$ cat config.mk
export PLATFORM = sky130hd
export DESIGN_NAME = sync_frame_tx
export DESIGN_NICKNAME = d
export VERILOG_FILES = /design/src/rtl/sync_frame_tx.sv
export SDC_FILE = /design/constraint.sdc
export NUM_CORES = 1
export LEC_CHECK = 0
export CAP_MARGIN = 25
export CORE_UTILIZATION = 55
export CTS_BUF_LIST = sky130_fd_sc_hd__clkbuf_16
export CTS_CLUSTER_DIAMETER = 50
export DETAILED_ROUTE_END_ITERATION = 6
export DONT_BUFFER_PORTS = 1
export PLACE_DENSITY = 0.71
export SYNTH_ARGS = -nofsm -noshare
export SYNTH_HDL_FRONTEND = slang
export SYNTH_SLANG_ARGS = --single-unit
$ cat constraint.sdc
create_clock -name clk -period 1.8 [get_ports clk]
set_input_delay 0.18 -clock clk [delete_from_list [all_inputs] [get_ports clk]]
set_output_delay 0.18 -clock clk [all_outputs]
set_load 0.02 [all_outputs]
$ cat src/rtl/sync_frame_tx.sv
// Serial frame transmitter: sync code, LSB-first payload, optional even parity, idle gap.
// Optional parity bit is compiled in with `define SYNC_FRAME_TX_PARITY_EN.
module sync_frame_tx #(
  parameter int          DATA_WIDTH = 8,
  parameter logic [3:0]  SYNC_CODE  = 4'b1001,
  parameter int          GAP_CYCLES = 2
) (
  input  logic                  clk,
  input  logic                  rst_n,
  input  logic                  tx_valid,
  input  logic [DATA_WIDTH-1:0] tx_data,
  output logic                  tx_ready,
  output logic                  data_out,
  output logic                  data_out_en,
  output logic                  frame_done
);

  localparam int MAX_A   = (DATA_WIDTH > 4) ? DATA_WIDTH : 4;
  localparam int MAX_LEN = (GAP_CYCLES > MAX_A) ? GAP_CYCLES : MAX_A;
  localparam int CNT_W   = $clog2(MAX_LEN) + 1;

  localparam logic [CNT_W-1:0] CNT_ONE   = CNT_W'(1);
  localparam logic [CNT_W-1:0] SYNC_LAST = CNT_W'(3);
  localparam logic [CNT_W-1:0] PAY_LAST  = CNT_W'(DATA_WIDTH - 1);
  localparam logic [CNT_W-1:0] GAP_LAST  = CNT_W'((GAP_CYCLES > 0) ? GAP_CYCLES - 1 : 0);

`ifdef SYNC_FRAME_TX_PARITY_EN
  localparam bit PAR_EN = 1'b1;
`else
  localparam bit PAR_EN = 1'b0;
`endif

  typedef enum logic [2:0] {
    ST_IDLE,
    ST_SYNC,
    ST_PAYLOAD,
    ST_PARITY,
    ST_GAP
  } state_e;

  // Valid/ready: a word transfers on a rising edge where tx_valid && tx_ready are both high;
  // tx_data is captured at that edge only, and tx_valid is ignored while tx_ready is low.
  state_e                  state_q, state_d;
  logic [CNT_W-1:0]        cnt_q, cnt_d;
  logic [DATA_WIDTH-1:0]   shift_q, shift_d;
  logic                    ready_q, ready_d;
  logic                    dout_q, dout_d;
  logic                    en_q, en_d;
  logic                    done_q, done_d;
  logic                    enter_tail;
  logic [1:0]              sync_idx;
`ifdef SYNC_FRAME_TX_PARITY_EN
  logic                    par_q, par_d;
`endif

  assign sync_idx = cnt_q[1:0] + 2'd1;

  // Outputs are the registered value of the bit for the phase held in state_q.
  always_comb begin
    state_d    = state_q;
    cnt_d      = cnt_q;
    shift_d    = shift_q;
    ready_d    = ready_q;
    dout_d     = 1'b0;
    en_d       = 1'b0;
    done_d     = 1'b0;
    enter_tail = 1'b0;
`ifdef SYNC_FRAME_TX_PARITY_EN
    par_d      = par_q;
`endif
    case (state_q)
      ST_IDLE: begin
        if (tx_valid && ready_q) begin
          state_d = ST_SYNC;
          cnt_d   = '0;
          shift_d = tx_data;
          ready_d = 1'b0;
          dout_d  = SYNC_CODE[0];
          en_d    = 1'b1;
`ifdef SYNC_FRAME_TX_PARITY_EN
          par_d   = ^tx_data;
`endif
        end
      end
      ST_SYNC: begin
        en_d = 1'b1;
        if (cnt_q == SYNC_LAST) begin
          state_d = ST_PAYLOAD;
          cnt_d   = '0;
          dout_d  = shift_q[0];
          shift_d = shift_q >> 1;
          done_d  = (DATA_WIDTH == 1) && !PAR_EN;
        end else begin
          cnt_d  = cnt_q + CNT_ONE;
          dout_d = SYNC_CODE[sync_idx];
        end
      end
      ST_PAYLOAD: begin
        if (cnt_q == PAY_LAST) begin
`ifdef SYNC_FRAME_TX_PARITY_EN
          state_d = ST_PARITY;
          cnt_d   = '0;
          dout_d  = par_q;
          en_d    = 1'b1;
          done_d  = 1'b1;
`else
          enter_tail = 1'b1;
`endif
        end else begin
          cnt_d   = cnt_q + CNT_ONE;
          dout_d  = shift_q[0];
          shift_d = shift_q >> 1;
          en_d    = 1'b1;
          done_d  = (cnt_d == PAY_LAST) && !PAR_EN;
        end
      end
`ifdef SYNC_FRAME_TX_PARITY_EN
      ST_PARITY: begin
        enter_tail = 1'b1;
      end
`endif
      ST_GAP: begin
        if (cnt_q == GAP_LAST) begin
          state_d = ST_IDLE;
          cnt_d   = '0;
          ready_d = 1'b1;
        end else begin
          cnt_d = cnt_q + CNT_ONE;
        end
      end
      default: begin
        state_d = ST_IDLE;
        cnt_d   = '0;
        ready_d = 1'b1;
      end
    endcase

    // Last frame bit has been shown; go to the gap, or straight to idle when there is none.
    if (enter_tail) begin
      cnt_d = '0;
      if (GAP_CYCLES == 0) begin
        state_d = ST_IDLE;
        ready_d = 1'b1;
      end else begin
        state_d = ST_GAP;
      end
    end
  end

  always_ff @(posedge clk or negedge rst_n) begin
    if (!rst_n) begin
      state_q <= ST_IDLE;
      cnt_q   <= '0;
      shift_q <= '0;
      ready_q <= 1'b1;
      dout_q  <= 1'b0;
      en_q    <= 1'b0;
      done_q  <= 1'b0;
`ifdef SYNC_FRAME_TX_PARITY_EN
      par_q   <= 1'b0;
`endif
    end else begin
      state_q <= state_d;
      cnt_q   <= cnt_d;
      shift_q <= shift_d;
      ready_q <= ready_d;
      dout_q  <= dout_d;
      en_q    <= en_d;
      done_q  <= done_d;
`ifdef SYNC_FRAME_TX_PARITY_EN
      par_q   <= par_d;
`endif
    end
  end

  assign tx_ready    = ready_q;
  assign data_out    = dout_q;
  assign data_out_en = en_q;
  assign frame_done  = done_q;

endmodule

==> results of run 1 <==
-- power by group through the flow --
stage	Combinational [mW]	Sequential (mW)	Clock, mW
2_1_floorplan	0.942	0.795	0
3_3_place_gp	1.18	0.813	0
3_5_place_dp	1.23	0.816	0
4_1_cts	1.25	0.812	0.462
5_1_grt	1.44	0.850	0.478
6_report	1.33	0.821	0.449
-- worst max path at each step --
stage          depth (start not counted)        from          to  slack, ns
6_report                               4  state_q[2]    cnt_q[0]       0.08
2_1_floorplan                          6    cnt_q[0]  shift_q[0]       0.08
3_5_place_dp                           4  state_q[1]  shift_q[3]       0.05
5_1_grt                                4  state_q[2]    cnt_q[0]      -0.01
4_1_cts                                4  state_q[1]  shift_q[3]       0.04
3_3_place_gp                           4  state_q[1]  shift_q[2]       0.09
-- flip-flops by register name (all words and copies together) (netlist names) --
signal       count
frame_done       1
cnt_q            4
shift_q          8
state_q          3
tx_ready         1
data_out         1
data_out_en      1
-- cells by family after synthesis --
logic type / share of synthesized area [%]
AOI/OAI and AO/OA: 13.4
buffers and inverters: 3.46
and+or+nand+nor: 19.3
xor gates and xnor gates: 0.808
muxes: 15.6
DFF: 44.0
adders and majority gates: 3.46
-- through the flow --
| step | std cells | TNS, ns | utilization [%] | hold WS, ns | total power [mW] |
|---|---|---|---|---|---|
| floorplan | 96 | 0 | - | -0.116 | 1.74 |
| global placement | 126 | 0 | 64.2 | -0.115 | 1.99 |
| detailed placement | 126 | 0 | 64.2 | -0.115 | 2.04 |
| CTS | 131 | 0 | 69.3 | 0.135 | 2.52 |
| global route | 132 | -0.0114 | 70.7 | 0.196 | 2.76 |
| finish | 132 | 0 | 70.7 | 0.146 | 2.60 |
-- layer usage --
layer | vias up | track usage (%) | wire length [um]
met2 | 26 | 29.7 | 967
met1 | 362 | 30.9 | 959
met4 | 0 | 10.0 | 12
met3 | 2 | 3.92 | 95
li1 | 364 | - | -
met5 | - | 0 | 0
-- repair_timing --
| action | in CTS | in global routing |
|---|---|---|
| hold endpoints to repair | 19 | 0 |
| setup endpoints to repair | 0 | 8 |
| hold buffers | 1 | 0 |
| buffers inserted | 0 | 1 |
| resized for setup | 0 | 1 |
-- cell usage after synthesis (2+ instances only) --
library cell | number | area share [%]
nor3_1 | 4 | 1.8
nor3b_1 | 3 | 2.1
o22ai_1 | 2 | 1.2
inv_1 | 4 | 1.4
o21ai_0 | 3 | 1.4
mux2_2 | 15 | 16
dfrtp_1 | 18 | 42
buf_6 | 2 | 2.1
ha_1 | 3 | 3.5
nor2_1 | 6 | 2.1
nor2b_1 | 4 | 2.3
nand2_1 | 8 | 2.8
nand3_1 | 2 | 0.92
o211ai_1 | 2 | 1.4
-- area by class of cell --
cell class | count | share of cell area (%)
Clock buffer | 3 | 5.95
Clock inverter | 1 | 0.397
Inverter | 4 | 1.19
Multi-Input combinational cell | 71 | 45.6
Sequential cell | 19 | 37.8
Tap cell | 25 | 2.48
Timing Repair Buffer | 9 | 6.55
-- worst max-delay path: cells and delay by family (launching register included) --
kind,cells,cell delay (ns)
and+or+nand+nor,2,0.59
DFF,1,0.57
AOI/OAI and AO/OA,2,0.45
==> results.txt, run 1 <==
status = finished, final reports clean
Final #Nets = 122
setup ws final = 0.0785 ns
slowest stage cell on the critical path = dfrtp_1
hold path cells = 2
vias = 754
core box area = 1780 um2
vias in the first global route = 706
Iter 0 DRT Violations = 19
IO Count = 15
ys async rst share = 100%
yosys warns = 0
DR pass1 iterations = 4
worst skew pair latency = 0.25 ns
Net Sw Frac = 35.9%
Clock Power Share = 17.3%
reg2reg path depth = 4
final hold viol count = 0
net count after synthesis = 110
CTS sink count = 19
worst slew pin tran = 0.857 ns
antenna-violating nets left = 0
Worst Hold Launch = tx_valid
Placement Cell Area = 1140 um2
ANT cells = 0
Finish-stage setup viols = 0
sequential fraction of the synthesis area = 44.0%
max_slew headroom = 42.7%
layout cell share with drive strength beyond 1 = 34.6%
most common cell after layout, fill and taps aside = dfrtp_1
PortBufs = 0
max_cap viols = 0
r2r endpoint = cnt_q[0]
internal power = 1.67 mW
worst-path fanout max = 9
Layout area overhead = 16.4%
CTS tree = done
Logic pwr share = 51.1%
fmax = 581 MHz
Setup crit start kind = register
Worst-path clk slew = 0.05 ns
filler cell count = 130
drt wl/cell = 15.4 um
Tcrit/Tclk final = 95.6%
number of enable flip-flop cells after synthesis = 0
Slew Viols, Final = 0
critical path class = register to register
largest net degree at the start of global routing = 20
library cells used by synthesis = 34
Cell Pwr Density = 2060 nW/um2
Worst Path Required = 1.93 ns
initial core utilization = 60.8%
Synth Register Bits = 19
gr usage total = 21.2%
Cells after Synth = 96
root buffer cell = clkbuf_16
most frequent cells in the layout = dfrtp_1, mux2_2, nand2_1
Sequential Area = 477 um2
Residual DRC = 0
final WL = 2040 um
mapped cell area = 1080 um2
Reg-to-Reg Start = state_q[2]
cts bufs inserted = 3
hold crit path type = input pin to register
CTS Buffer Depth = 2
Lkg Pwr = 0.571 nW
CP Cell Sequence = or3b_2 > o22ai_2 > nor3_1 > a221oi_1
initial antenna violation count = 0
Reg2Reg Setup Slack = 0.08 ns
syn_area_per_cell = 11.3 um2
GRT overflow = 0
Worst Hold Endpoint = state_q[0]
Place WS = 0.0489 ns
Main synth FF type = dfrtp_1
Max stage delay on crit path = 0.57 ns
first-pass GRT wire length = 3130 um
Die Y = 46.4 um
Sw Pwr = 0.932 mW
Flop pwr share = 31.6%
Tmin final = 1.72 ns
HPWL Detailed = 1440 um
clk_skew = 0.00213 ns
gpl congestion = 0.824
CP arrival = 1.85 ns
maximum vdd drop = 1.12 mV
die width = 46.4 um
area of the multi-input gates = 576 um2
Avg Vias per Cell = 5.71
Site Rows = 15
H-tree depth = 1
final instance area = 1260 um2
Crit. End Element = register
die area = 2150 um2
No activity file was read; power rests on OpenSTA's default activity.
==> run 2: changes to the inputs <==
clock period = 1.55 ns   (was 1.8 ns; I/O delays follow)
==> run 2 against run 1 <==
Against the previous run:
- the run now ends with setup timing left
- combinational power increased by 60%
- critical path type unchanged
- fmax increased by 5.5%
- largest power group unchanged
- die area unchanged
- worst hold slack got worse by 0.030 ns
- cell area increased by 17%
- first-iteration DRC count increased by 84%
- clock power increased by 18%
- global-route usage increased by 7.0 points
- critical endpoint is now tx_ready
==> results.txt, run 2 (synthesis gave the netlist of run 1 again) <==
Worst-path clk slew = 0.05 ns
worst skew pair latency = 0.25 ns
Die Y = 46.4 um
fmax = 613 MHz
Most common cell on crit path = buf_4
Avg Vias per Cell = 6.05
max_slew headroom = 41.1%
Biggest register = shift_q
Util after Layout = 82.7%
Site Rows = 15
worst slew pin tran = 0.881 ns
final hold viol count = 0
Crit. End Element = register
worst-path fanout max = 2
Tcrit/Tclk final = 105%
layout cell share with drive strength beyond 1 = 54.9%
slowest stage cell on the critical path = dfrtp_1
failing checks = setup timing
DR pass1 iterations = 4
setup ws final = -0.0823 ns
maximum vdd drop = 1.49 mV
most frequent cells in the layout = buf_4, dfrtp_1, mux2_2
Hold WS = 0.115 ns
IO Count = 15
vias = 889
status = finished, violations left
HPWL Detailed = 1640 um
Slew Viols, Final = 0
antenna-violating nets left = 0
Cell Pwr Density = 2420 nW/um2
hold crit path type = input pin to register
initial antenna violation count = 0
Worst Path Required = 1.73 ns
root buffer cell = clkbuf_16
first-pass GRT wire length = 4120 um
die width = 46.4 um
Tmin final = 1.63 ns
core box area = 1780 um2
post-route insts no fill = 147
max_cap viols = 0
Placement Cell Area = 1230 um2
Setup crit start kind = register
gpl congestion = 0.853
most common cell after layout, fill and taps aside = buf_4
Layout area overhead = 36.1%
Residual DRC = 0
unrepaired setup endpoints after global routing = true
largest net degree at the start of global routing = 20
CTS tree = done
critical path class = register to register
H-tree depth = 1
final WL = 2910 um
Lkg Pwr = 0.666 nW
Finish-stage setup viols = 12
final instance area = 1480 um2
die area = 2150 um2
Iter 0 DRT Violations = 35
placed cells = 137
PortBufs = 0
cts bufs inserted = 3
clk_skew = 0.00394 ns
CTS Buffer Depth = 2
Top Registers = shift_q (8), cnt_q (4), state_q (3)
initial core utilization = 60.8%
max reg flops = 8
GRT overflow = 0
Max stage delay on crit path = 0.42 ns
vias in the first global route = 839
drt wl/cell = 19.8 um
ANT cells = 0
CP Cell Sequence = buf_4 > inv_2 > ha_2 > nor3b_4 > buf_4 > or2_2 > nand3b_1 > a21oi_1
Final #Nets = 137
gr usage total = 28.1%
CTS sink count = 19
CP arrival = 1.81 ns
run 2: metrics by stage:
stage                     setup WS, ns  setup TNS (ns)  total power, mW
after floorplan                 -0.108          -0.867             2.03
after global placement         -0.0847          -0.734             2.51
after detailed placement        -0.140           -1.16             2.57
after CTS                      -0.0698          -0.464             3.32
after global routing            -0.193           -1.66             3.76
final                          -0.0823          -0.719             3.57
run 2: worst paths after layout:
path                            start         end  slack [ns]  depth (start not counted)
min in group asynchronous       rst_n  shift_q[7]        0.47                          1
hold reg to reg            shift_q[6]  shift_q[6]        0.50                          1
setup / recovery             cnt_q[1]    tx_ready       -0.08                          8
setup reg to reg             cnt_q[1]    tx_ready       -0.08                          8
max in group asynchronous       rst_n  state_q[2]        0.48                          1
hold / removal               tx_valid  state_q[0]        0.12                          2
run 2: layout make-up:
cell class | instances | area, um2
Tap cell | 25 | 31.3
Fill cell | 102 | 308
Multi-Input combinational cell | 72 | 684
Timing Repair Buffer | 23 | 186
Sequential cell | 19 | 478
Clock inverter | 1 | 5.00
Clock buffer | 3 | 75.1
Inverter | 4 | 15.0
run 2: repair_timing:
action                     CTS  global route
hold buffers                 1             0
pin swaps                    3             5
resized for setup           13            12
buffers inserted             1             3
cloned                       1             0
hold endpoints to repair    19             0
setup endpoints to repair   14            15
run 2: critical path: cells and delay by family (launching register included):
kind                     cells  cell delay [ns]
AO/OA/AOI/OAI                1             0.16
adder cells (fa/ha/maj)      1             0.15
buffers and inverters        3             0.37
flip-flops                   1             0.42
AND/OR/NAND/NOR              3             0.44
run 2: power by group:
group | leakage, nW | internal [mW] | switching, mW
clock network | 0.0409 | 0.346 | 0.183
logic | 0.392 | 1.14 | 0.990
registers | 0.234 | 0.731 | 0.178
total | 0.666 | 2.22 | 1.35
run 2: routing by layer:
metal	up-vias	wire (um)	GRT usage (%)
li1	400	-	-
met1	443	1220	37.1
met2	38	1440	43.3
met3	8	180	6.67
met4	0	66	12.9
met5	-	0	0
